**config.mk**
```make
export PLATFORM = sky130hd
export DESIGN_NAME = bcd_tick_counter
export DESIGN_NICKNAME = d
export VERILOG_FILES = /design/src/rtl/bcd_pkg.sv /design/src/rtl/bcd_digit.sv /design/src/rtl/bcd_tick_counter.sv
export SDC_FILE = /design/constraint.sdc
export NUM_CORES = 1
export LEC_CHECK = 0
export BUFFER_PORTS_ARGS = -buffer_cell sky130_fd_sc_hd__buf_2
export CORE_UTILIZATION = 50
export CTS_BUF_LIST = sky130_fd_sc_hd__clkbuf_4 sky130_fd_sc_hd__clkbuf_8
export DETAILED_ROUTE_END_ITERATION = 8
export PLACE_DENSITY = 0.71
export REMOVE_ABC_BUFFERS = 1
export SETUP_SLACK_MARGIN = 0.5
export SLEW_MARGIN = 40
export SYNTH_ARGS = -nofsm -noshare
export SYNTH_HDL_FRONTEND = slang
export SYNTH_SLANG_ARGS = --single-unit
```
**constraint.sdc**
```tcl
create_clock -name clk_in -period 4 [get_ports clk_in]
set_input_delay 0 -clock clk_in [delete_from_list [all_inputs] [get_ports clk_in]]
set_output_delay 0 -clock clk_in [all_outputs]
set_load 0.02 [all_outputs]
```
**src/rtl/bcd_pkg.sv**
```systemverilog
// Shared BCD digit type, limits and the saturation helper used by the tick counter.
package bcd_pkg;

    localparam int         BCD_W   = 4;
    localparam logic [3:0] BCD_MAX = 4'd9;
    localparam logic [3:0] BCD_MIN = 4'd0;

    typedef logic [BCD_W-1:0] bcd_t;

    function automatic bcd_t bcd_sat(input logic [BCD_W-1:0] n);
        return (n > BCD_MAX) ? BCD_MAX : n;
    endfunction

endpackage

```
**src/rtl/bcd_digit.sv**
```systemverilog
// One combinational BCD digit cell; chained through cin/cout as a ripple carry/borrow.
module bcd_digit
    import bcd_pkg::*;
(
    input  bcd_t digit,
    input  logic up,
    input  logic cin,
    output bcd_t next_digit,
    output logic cout
);

    always_comb begin
        next_digit = digit;
        cout       = 1'b0;
        if (cin) begin
            if (up) begin
                // >= so a corrupted nibble still recovers into the legal range
                if (digit >= BCD_MAX) begin
                    next_digit = BCD_MIN;
                    cout       = 1'b1;
                end else begin
                    next_digit = digit + 4'd1;
                end
            end else begin
                if (digit == BCD_MIN) begin
                    next_digit = BCD_MAX;
                    cout       = 1'b1;
                end else begin
                    next_digit = bcd_sat(digit) - 4'd1;
                end
            end
        end
    end

endmodule

```
**src/rtl/bcd_tick_counter.sv**
```systemverilog
// Multi-digit BCD up/down counter stepped by an internal prescaler.
// Define BCD_TICK_COUNTER_LOAD_EN to add the parallel load ports (load_in, load_val_in).
module bcd_tick_counter
    import bcd_pkg::*;
#(
    parameter int DIGITS   = 2,
    parameter int TICK_DIV = 50000000
) (
    input  logic                  clk_in,
    input  logic                  rst_n_in,
    input  logic                  en_in,
    input  logic                  up_in,
    input  logic                  clear_in,
`ifdef BCD_TICK_COUNTER_LOAD_EN
    input  logic                  load_in,
    input  logic [4*DIGITS-1:0]   load_val_in,
`endif
    output logic [4*DIGITS-1:0]   digits_out,
    output logic                  wrap_out
);

    localparam int            PW       = (TICK_DIV > 1) ? $clog2(TICK_DIV) : 1;
    localparam logic [PW-1:0] PRE_LAST = PW'(TICK_DIV - 1);

    logic [PW-1:0]       presc;
    logic                step;
    logic [DIGITS:0]     carry;
    logic [4*DIGITS-1:0] digits_nxt;
    logic                load_req;
    logic [4*DIGITS-1:0] load_sat;

`ifdef BCD_TICK_COUNTER_LOAD_EN
    assign load_req = load_in;
    for (genvar k = 0; k < DIGITS; k++) begin : g_load_sat
        assign load_sat[4*k +: 4] = bcd_sat(load_val_in[4*k +: 4]);
    end
`else
    assign load_req = 1'b0;
    assign load_sat = '0;
`endif

    assign step     = en_in && (presc == PRE_LAST);
    assign carry[0] = 1'b1;

    for (genvar k = 0; k < DIGITS; k++) begin : g_digit
        bcd_digit u_digit (
            .digit      (digits_out[4*k +: 4]),
            .up         (up_in),
            .cin        (carry[k]),
            .next_digit (digits_nxt[4*k +: 4]),
            .cout       (carry[k+1])
        );
    end

    // carry out of the top digit is exactly the full-range wrap condition
    always_ff @(posedge clk_in or negedge rst_n_in) begin
        if (!rst_n_in) begin
            presc      <= '0;
            digits_out <= '0;
            wrap_out   <= 1'b0;
        end else if (clear_in) begin
            presc      <= '0;
            digits_out <= '0;
            wrap_out   <= 1'b0;
        end else if (load_req) begin
            presc      <= '0;
            digits_out <= load_sat;
            wrap_out   <= 1'b0;
        end else begin
            wrap_out <= 1'b0;
            if (step) begin
                presc      <= '0;
                digits_out <= digits_nxt;
                wrap_out   <= carry[DIGITS];
            end else if (en_in) begin
                presc <= presc + PW'(1);
            end
        end
    end

endmodule

```
==> results of run 1 <==
state kept, by name (all words and copies together) (netlist names):
register and cells:
digits_out 8, presc 26, wrap_out 1
worst max-delay path, delay by kind of cell, from the launching register on:
kind	cells	cell delay [ps]
AO/OA/AOI/OAI	5	960
adder cells (fa/ha/maj)	2	580
flip-flops	1	550
buffers and inverters	1	80
layout make-up:
type / instances / area (sq um) / share of cell area, %
well taps: 52 / 65.06 / 2.568
flip-flops and latches: 35 / 875.8 / 34.57
clock buffers: 7 / 83.83 / 3.309
inverters: 10 / 37.54 / 1.481
multi-input cells: 209 / 1389 / 54.81
clock inverters: 1 / 5.005 / 0.1975
repair buffers: 14 / 77.57 / 3.062
path summary, 6_finish.rpt:
| check | from | endpoint | cells past startpoint |
|---|---|---|---|
| min in group asynchronous | rst_n_in | digits_out[1] | 2 |
| worst min register to register | presc[22] | presc[22] | 2 |
| worst max-delay path | digits_out[0] | digits_out[1] | 8 |
| max in group asynchronous | rst_n_in | presc[22] | 2 |
| worst max register to register | digits_out[0] | digits_out[1] | 8 |
| worst min-delay path | en_in | presc[1] | 3 |
per-layer routing:
layer / global-route usage, % / routed length, um / vias to the layer above
met4: 5.333 / 40 / 0
met2: 29.38 / 2069 / 26
li1: - / - / 970
met5: 0 / 0 / -
met1: 30.45 / 2491 / 895
met3: 2.991 / 103 / 4
kinds of logic (layout without fill, tap and decap cells):
group,after synthesis,count (layout),share of synthesized area [%]
DFF,35,35,37.08
muxes,2,2,0.8475
xor gates and xnor gates,21,21,7.786
buffers and inverters,23,32,4.132
AOI/OAI and AO/OA,46,46,13.72
and+or+nand+nor,131,131,31.67
adders and majority gates,9,9,4.767
stage by stage:
stage / worst slack, ps / power [mW] / util (%) / area (sq um)
after floorplan: 1918 / 0.3764 / - / 2302
after global placement: 1753 / 0.3944 / 54.73 / 2432
after detailed placement: 1774 / 0.3943 / 54.73 / 2432
after CTS: 1770 / 0.6526 / 56.95 / 2531
after global routing: 1527 / 0.6683 / 57.01 / 2534
final: 1744 / 0.6457 / 57.01 / 2534
power by group:
group | leakage, nW | switching (mW) | internal [mW]
Combinational | 0.523 | 0.0222 | 0.00888
Clock | 0.0491 | 0.121 | 0.136
Sequential | 0.488 | 0.00215 | 0.355
Total | 1.06 | 0.146 | 0.500
cell usage after synthesis (4+ instances only):
| master | n |
|---|---|
| nand4_1 | 4 |
| xnor2_1 | 10 |
| and3_1 | 5 |
| xor2_1 | 11 |
| nor3_1 | 6 |
| clkbuf_1 | 6 |
| a31oi_1 | 5 |
| o21ai_0 | 5 |
| nor2b_1 | 4 |
| nor2_1 | 47 |
| buf_2 | 6 |
| nand2b_1 | 8 |
| nand2_1 | 14 |
| a211oi_1 | 5 |
| nand3_1 | 14 |
| ha_1 | 9 |
| inv_1 | 10 |
| dfrtp_1 | 35 |
| a21oi_1 | 8 |
==> run_results.csv, run 1 <==
group,metric,value,unit
run_status,status,"finished with violations",
run_status,violations,"design-rule violations",
clock_tree,cts_buffer_depth,2,
global_routing,antenna_found_initial,0,
placed_design,hpwl,3324,um
timing,setup_tns,0,ps
critical_path,cp_common_cell,"ha_1",
clock_tree,cts_made_buffers,5,
synth,synth_warnings,0,
placed_design,io_buffers,13,
detailed_routing,drtIter0Drc,133,
floorplan,start_util,53.15,%
placed_design,dp.cells,319,
timing,layout_min_cycle_time,2256,ps
clock_tree,postCtsSetupRepairBufs,0,
final_layout,final_cells,328,
final_layout,drive_above_1_share,13.41,%
critical_path,crit_path_cell_trace,"inv_1 -> ha_1 -> o21bai_1 -> a21oi_1 -> ha_1 -> a311oi_1 -> a31oi_1 -> a211oi_1",
synth,synth_cells,267,
global_routing,grt_max_degree,36,
critical_path,critPathArrivalTime,2450,ps
timing,slew_viol_final,0,
final_layout,layout_commonest_cell,"nor2_1",
pwr,peakVddDrop,0.1270,mV
critical_path,crit_path_max_incr_delay,550,ps
global_routing,grt_pass1_wl,7997,um
floorplan,io_pins,14,
clock_tree,clock_latency,290,ps
min_path,holdCritPathClass,"primary input to register",
flow_run,drv_cap,0,
timing,finalHoldViolCount,0,
clock_tree,cts_root_buf,"clkbuf_8",
synth,synth_area_leaders,"dfrtp_1 (37%), nor2_1 (7.5%), ha_1 (4.8%), xor2_1 (4.1%), xnor2_1 (3.7%)",
clock_tree,holdBufCountCts,1,
clock_tree,clock_sinks,35,
synth,ys_ff_latch,35,
detailed_routing,firstDrtPassIters,6,
final_layout,antenna_cells,0,
pwr,power.leakage,1.060,nW
clock_tree,htreeDepth,2,
synth,synthArstFlopShare,100.0,%
placed_design,gp_congestion,0.8552,
floorplan,die-width,70.74,um
critical_path,crit_required,4190,ps
global_routing,grt_overflow,0,
critical_path,cp_max_fo,11,
synth,ys_types,56,
timing,fin_hold_ws,79.64,ps
synth,syn-cell-area,2362,sq um
synth,synth.avg_cell_area,8.847,sq um
timing,fin_skew,5.401,ps
timing,fmax,443.3,MHz
synth,synth_top_area_share,37.08,%
detailed_routing,drc,2,
final_layout,num-fill-cells,391,
critical_path,critPathCaptureType,"register",
clock_tree,ctsResizeCount,0,
synth,yosysTopAreaCell,"dfrtp_1",
timing,slew_headroom,61.64,%
final_layout,finalNetCount,289,
timing,rsz0062_at_grt,"false",
floorplan,die-area,5003,sq um
clock_tree,clk_pin_slew,70,ps
critical_path,crit_type,"register to register",
floorplan,die_h,70.74,um
timing,setup_viol,0,
final_layout,most-common-layout-cells,"nor2_1 (47), dfrtp_1 (35), nand2_1 (14), nand3_1 (14), buf_2 (12)",
synth,yosysSeqAreaShare,37.08,%
critical_path,regToRegSetupSlack,1740,ps
floorplan,core-area,4444,sq um
global_routing,grt_pass1_vias,1698,
timing,final.period_utilization,56.40,%
clock_tree,cts_tree,"done",
detailed_routing,routed_wl,4705,um
global_routing,track_usage,19.91,%
detailed_routing,ant_nets,0,
floorplan,num_rows,24,
detailed_routing,vias,1895,
detailed_routing,via_per_inst,5.777,
detailed_routing,wire_per_inst,14.34,um
synth,synth_ff_type,"dfrtp_1",
synth,synth_edf_count,0,
critical_path,cp_slowest_cell,"dfrtp_1",
timing,worst_slew_pin_slew,570.1,ps
pwr,powerDensity,254.8,nW/um^2
critical_path,cp-start-kind,"register",
final_layout,area_growth_syn_to_layout,7.256,%
No activity file was read; power rests on OpenSTA's default activity.
==> run 2, diff against run 1 <==
--- a/config.mk
+++ b/config.mk
@@ -5,11 +5,12 @@
 export SDC_FILE = /design/constraint.sdc
 export NUM_CORES = 1
 export LEC_CHECK = 0
+export ABC_AREA = 1
 export BUFFER_PORTS_ARGS = -buffer_cell sky130_fd_sc_hd__buf_2
 export CORE_UTILIZATION = 50
 export CTS_BUF_LIST = sky130_fd_sc_hd__clkbuf_4 sky130_fd_sc_hd__clkbuf_8
 export DETAILED_ROUTE_END_ITERATION = 8
-export PLACE_DENSITY = 0.71
+export PLACE_DENSITY = 0.7
 export REMOVE_ABC_BUFFERS = 1
 export SETUP_SLACK_MARGIN = 0.5
 export SLEW_MARGIN = 40
==> constraint.sdc (replaced) <==
create_clock -name clk_in -period 2.2 [get_ports clk_in]
set_input_delay 0 -clock clk_in [delete_from_list [all_inputs] [get_ports clk_in]]
set_output_delay 0 -clock clk_in [all_outputs]
set_load 0.02 [all_outputs]
==> run_results.csv, run 2 <==
group,metric,value,unit
run_status,status,"completed",
floorplan,start_util,52.58,%
critical_path,crit_required,2410,ps
final_layout,largest_registers,"presc: 26 flops, digits_out: 8 flops, wrap_out: 1 flops",
floorplan,num_rows,25,
placed_design,hpwl,4356,um
final_layout,regMostFlops,"presc",
final_layout,most-common-layout-cells,"nand2_1 (113), nor2_1 (50), dfrtp_1 (32)",
synth,synth_cells,372,
synth,synth_top_area_share,35.04,%
synth,synthArstFlopShare,100.0,%
timing,slew_viol_final,0,
global_routing,grt_pass1_wl,9763,um
timing,rsz0062_at_grt,"true",
detailed_routing,wire_per_inst,13.04,um
synth,ys_ff_latch,35,
detailed_routing,routed_wl,6091,um
final_layout,layout_commonest_cell,"nand2_1",
critical_path,crit_path_max_incr_delay,380,ps
synth,synth_edf_count,0,
flow_run,drv_cap,0,
detailed_routing,vias,2483,
placed_design,gp_congestion,0.9017,
floorplan,die-width,72.71,um
floorplan,die-area,5287,sq um
placed_design,place_area,2633,sq um
final_layout,finalNetCount,415,
critical_path,cp_common_cell,"ha_4",
critical_path,cp_slowest_cell,"dfrtp_1",
timing,layout_min_cycle_time,1716,ps
timing,finalHoldViolCount,0,
timing,worst_slew_pin_slew,448.2,ps
timing,fmax,582.7,MHz
detailed_routing,ant_nets,0,
floorplan,io_pins,14,
critical_path,critPathArrivalTime,1930,ps
synth,syn-cell-area,2500,sq um
min_path,holdCritPathClass,"primary input to register",
timing,fin_skew,9.450,ps
timing,setup_viol,0,
floorplan,die_h,72.71,um
final_layout,num-fill-cells,445,
pwr,powerDensity,424.6,nW/um^2
clock_tree,cts_root_buf,"clkbuf_8",
synth,yosysSeqAreaShare,35.04,%
final_layout,antenna_cells,0,
timing,setup_tns,0,ps
detailed_routing,drtIter0Drc,257,
synth,yosysTopAreaCell,"dfrtp_1",
final_layout,fin_area,2899,sq um
final_layout,drive_above_1_share,18.50,%
synth,ys_types,31,
critical_path,crit_path_cell_trace,"buf_4 -> ha_4 -> nand3_4 -> nand3_2 -> nand2_1 -> inv_2 -> ha_4 -> xor2_1 -> o22ai_1 -> nand3_1 -> o21ai_1",
final_layout,final_cells,467,
clock_tree,clk_pin_slew,70,ps
global_routing,grt_pass1_vias,2201,
global_routing,antenna_found_initial,0,
placed_design,dp.cells,450,
critical_path,cp-start-kind,"register",
final_layout,largest_register_ffs,26,
global_routing,grt_max_degree,36,
clock_tree,clock_sinks,35,
pwr,power.leakage,1.282,nW
placed_design,io_buffers,13,
global_routing,grt_overflow,0,
synth,synth.avg_cell_area,6.720,sq um
clock_tree,htreeDepth,2,
clock_tree,clock_latency,290,ps
timing,slew_headroom,70.12,%
synth,synth_area_leaders,"dfrtp_1 (35%), nand2_1 (17%), nor2_1 (7.8%), nand3_1 (6.8%), inv_1 (5.4%)",
pwr,peakVddDrop,0.2633,mV
critical_path,cp_max_fo,4,
detailed_routing,via_per_inst,5.317,
synth,yosysMostFrequentCell,"nand2_1",
final_layout,area_growth_syn_to_layout,15.97,%
timing,final.period_utilization,78.01,%
detailed_routing,drc,0,
clock_tree,cts_buffer_depth,2,
critical_path,crit_type,"register to register",
synth,synthTopCellsByCount,"nand2_1 (115), nor2_1 (52), inv_1 (36)",
clock_tree,cts_made_buffers,5,
detailed_routing,firstDrtPassIters,4,
critical_path,critPathTopFamily,"flip-flops",
synth,synth_warnings,0,
synth,synth_ff_type,"dfrtp_1",
critical_path,critPathCaptureType,"register",
clock_tree,cts_tree,"done",
global_routing,track_usage,23.84,%
floorplan,core-area,4755,sq um
critical_path,critPathBufInv,2,
-- run 2: worst paths after layout --
check	from	endpoint	slack, ps	cells after the start
setup reg to reg	digits_out[0]	digits_out[2]	480	11
hold / removal	en_in	presc[18]	30	3
hold reg to reg	presc[22]	presc[22]	550	2
min in group asynchronous	rst_n_in	digits_out[6]	200	2
setup / recovery	digits_out[0]	digits_out[2]	480	11
max in group asynchronous	rst_n_in	digits_out[4]	1660	2
-- run 2: kinds of logic after synthesis --
kind of cell / synth area share (%)
simple gates: 43.54
fa+ha+maj: 4.505
flops: 35.04
xor+xnor: 3.504
buf+inv: 6.956
compound gates: 6.457
-- run 2: where the power goes --
group | internal [mW] | switching [mW] | total [mW]
clock | 0.223 | 0.220 | 0.443
sequential | 0.661 | 0.0238 | 0.685
combinational | 0.0357 | 0.0670 | 0.103
total | 0.920 | 0.311 | 1.23
-- run 2: layer usage --
metal / up-vias / track usage (%) / wire, um
met3: 8 / 4.696 / 275
met4: 0 / 6.754 / 63
met2: 55 / 37.90 / 2785
met5: - / 0 / 0
met1: 1173 / 33.04 / 2967
li1: 1247 / - / -
-- run 2: what timing repair did --
action                                  CTS  global route
pin swaps                                 2             9
gates cloned                              0             0
hold endpoints to repair                 36             0
endpoints found under the setup margin    9            19
hold buffers                              2             0
gates resized for setup                   7            25
setup buffers                             5             4
-- run 2: cell type report --
class	instances	area (sq um)	area share, %
inverters	40	150.1	5.179
multi-input cells	294	1546	53.34
clock buffers	6	76.32	2.633
repair buffers	25	162.7	5.611
flip-flops and latches	35	879.6	30.34
well taps	67	83.83	2.892
-- run 2: stage by stage --
step           hold WS (ps)  setup slack (ps)  utilization (%)  power (mW)
3_5_place_dp          134.5             368.5            55.37      0.7800
5_1_grt               46.51             402.6            60.97       1.286
2_1_floorplan        -295.6             399.7                -      0.7386
3_3_place_gp          125.7             429.6            55.37      0.7792
6_report              32.20             483.8            60.97       1.231
4_1_cts               25.89             488.4            58.63       1.228
-- run 2: worst min-delay path: stages --
cell	delay, ps
buf_2	140
nand4_1	100
nand2_1	50
==> run 3, diff against run 2 <==
--- a/config.mk
+++ b/config.mk
@@ -10,7 +10,7 @@
 export CORE_UTILIZATION = 50
 export CTS_BUF_LIST = sky130_fd_sc_hd__clkbuf_4 sky130_fd_sc_hd__clkbuf_8
 export DETAILED_ROUTE_END_ITERATION = 8
-export PLACE_DENSITY = 0.7
+export PLACE_DENSITY = 0.73
 export REMOVE_ABC_BUFFERS = 1
 export SETUP_SLACK_MARGIN = 0.5
 export SLEW_MARGIN = 40
==> constraint.sdc (replaced) <==
create_clock -name clk_in -period 1.5 [get_ports clk_in]
set_input_delay 0 -clock clk_in [delete_from_list [all_inputs] [get_ports clk_in]]
set_output_delay 0 -clock clk_in [all_outputs]
set_load 0.02 [all_outputs]
==> run_results.csv, run 3 (synthesized netlist as in run 2, its figures left out) <==
group,metric,value,unit
run_status,status,"finished with violations",
run_status,violations,"negative setup slack",
clock_tree,clock_sinks,35,
pwr,power.leakage,1.819,nW
final_layout,finalNetCount,493,
clock_tree,clk_pin_slew,80,ps
timing,setup_viol,17,
detailed_routing,met1_length,3664,um
detailed_routing,ant_nets,0,
min_path,holdCritPathClass,"primary input to register",
detailed_routing,wire_per_inst,16.83,um
clock_tree,clock_latency,290,ps
timing,final.period_utilization,114.3,%
clock_tree,cts_made_buffers,5,
floorplan,die-area,5287,sq um
final_layout,antenna_cells,0,
critical_path,regToRegSetupSlack,-210,ps
floorplan,start_util,52.58,%
placed_design,gp_congestion,0.9509,
clock_tree,htreeDepth,2,
global_routing,grt_max_degree,36,
critical_path,cp_max_fo,3,
floorplan,die_h,72.71,um
final_layout,drive_above_1_share,43.75,%
final_layout,largest_registers,"presc: 26 flops, digits_out: 8 flops, wrap_out: 1 flops",
detailed_routing,vias,3172,
critical_path,cp-start-kind,"register",
timing,worst_slew_pin_slew,460.8,ps
placed_design,place_ws,-123.2,ps
critical_path,crit_type,"register to register",
detailed_routing,routed_wl,9205,um
critical_path,critPathCaptureType,"register",
flow_run,drv_cap,0,
critical_path,crit_required,1730,ps
floorplan,core-area,4755,sq um
final_layout,largest_register_ffs,26,
timing,slew_headroom,69.28,%
global_routing,antenna_found_initial,0,
final_layout,area_growth_syn_to_layout,59.36,%
global_routing,track_usage,30.93,%
timing,fin_skew,10.20,ps
timing,fmax,583.1,MHz
floorplan,num_rows,25,
global_routing,grt_overflow,0,
final_layout,most-common-layout-cells,"nand2_1 (102), buf_4 (71), nor2_1 (33)",
placed_design,hpwl,4813,um
pwr,peakVddDrop,0.5710,mV
clock_tree,cts_tree,"done",
final_layout,regMostFlops,"presc",
critical_path,critPathArrivalTime,1940,ps
timing,rsz0062_at_grt,"true",
global_routing,grt_pass1_vias,2663,
timing,finalHoldViolCount,0,
detailed_routing,top_layer,"met4",
global_routing,grt_pass1_wl,12630,um
floorplan,die-width,72.71,um
detailed_routing,drtIter0Drc,327,
clock_tree,cts_buffer_depth,2,
detailed_routing,wl_met3,818,um
detailed_routing,firstDrtPassIters,8,
pwr,powerDensity,546.0,nW/um^2
timing,layout_min_cycle_time,1715,ps
timing,finalWorstSetupSlack,-214.9,ps
detailed_routing,wl_met2,4417,um
timing,fin_hold_ws,43.60,ps
placed_design,io_buffers,13,
clock_tree,cts_root_buf,"clkbuf_8",
detailed_routing,via_per_inst,5.799,
detailed_routing,drc,0,
final_layout,layout_commonest_cell,"nand2_1",
floorplan,io_pins,14,
timing,slew_viol_final,0,
run 3: changes by cell type in the layout (fill, tap and decap cells not counted), sizes merged:
cell    delta
clkinv     +2
buf       +78
clkbuf     -1
bufinv     +1
run 3: cell type report:
type	instances	area, sq um
Multi-Input combinational cell	294	1878
Sequential cell	35	883.3
Timing Repair Buffer	103	868.3
Fill cell	237	770.7
Inverter	40	157.7
Tap cell	67	83.83
Clock buffer	5	68.82
Clock inverter	3	43.79
run 3: final timing paths:
| path | from | end | cells past startpoint |
|---|---|---|---|
| min | en_in | presc[18] | 3 |
| max reg2reg | digits_out[4] | digits_out[6] | 11 |
| min in group asynchronous | rst_n_in | presc[21] | 3 |
| max | digits_out[4] | digits_out[6] | 11 |
| min reg2reg | presc[24] | presc[24] | 3 |
| max in group asynchronous | rst_n_in | digits_out[0] | 3 |
run 3: where the power goes:
| group | switching (mW) | internal (mW) | leakage (nW) |
|---|---|---|---|
| Combinational | 0.177 | 0.135 | 1.28 |
| Clock | 0.370 | 0.495 | 0.0581 |
| Sequential | 0.0330 | 0.966 | 0.477 |
| Total | 0.580 | 1.60 | 1.82 |
run 3: per-stage QoR:
stage	instances	cell area, sq um	util [%]	power, mW	setup TNS (ps)
after floorplan	369	2476	-	1.083	-1211
after global placement	510	3095	65.11	1.198	-487.8
after detailed placement	510	3095	65.11	1.200	-972.8
after CTS	534	3666	77.11	2.134	-215.0
after global routing	547	3984	83.79	2.251	-2780
final	547	3984	83.79	2.175	-1031
run 3: what timing repair did:
action | 4_1_cts | 5_1_grt
setup endpoints to repair | 38 | 43
endpoints found under the hold margin | 36 | 1
pin swaps | 40 | 29
hold buffers | 1 | 1
setup buffers | 15 | 12
resized for setup | 96 | 57
run 3: per-layer routing:
metal	vias up	global-route usage, %
li1	1412	-
met1	1475	42.96
met2	237	50.57
met3	48	4.282
met4	0	8.497
met5	-	0
run 3: critical path, stage by stage (launching register included):
cell and delay (ps):
dfrtp_2 420, inv_2 70, ha_4 160, nand2_4 60, nand3_2 100, nand2_2 100, inv_2 50, ha_4 160
xor2_2 170, o21ai_1 180, nand2_1 80, nand2_1 80
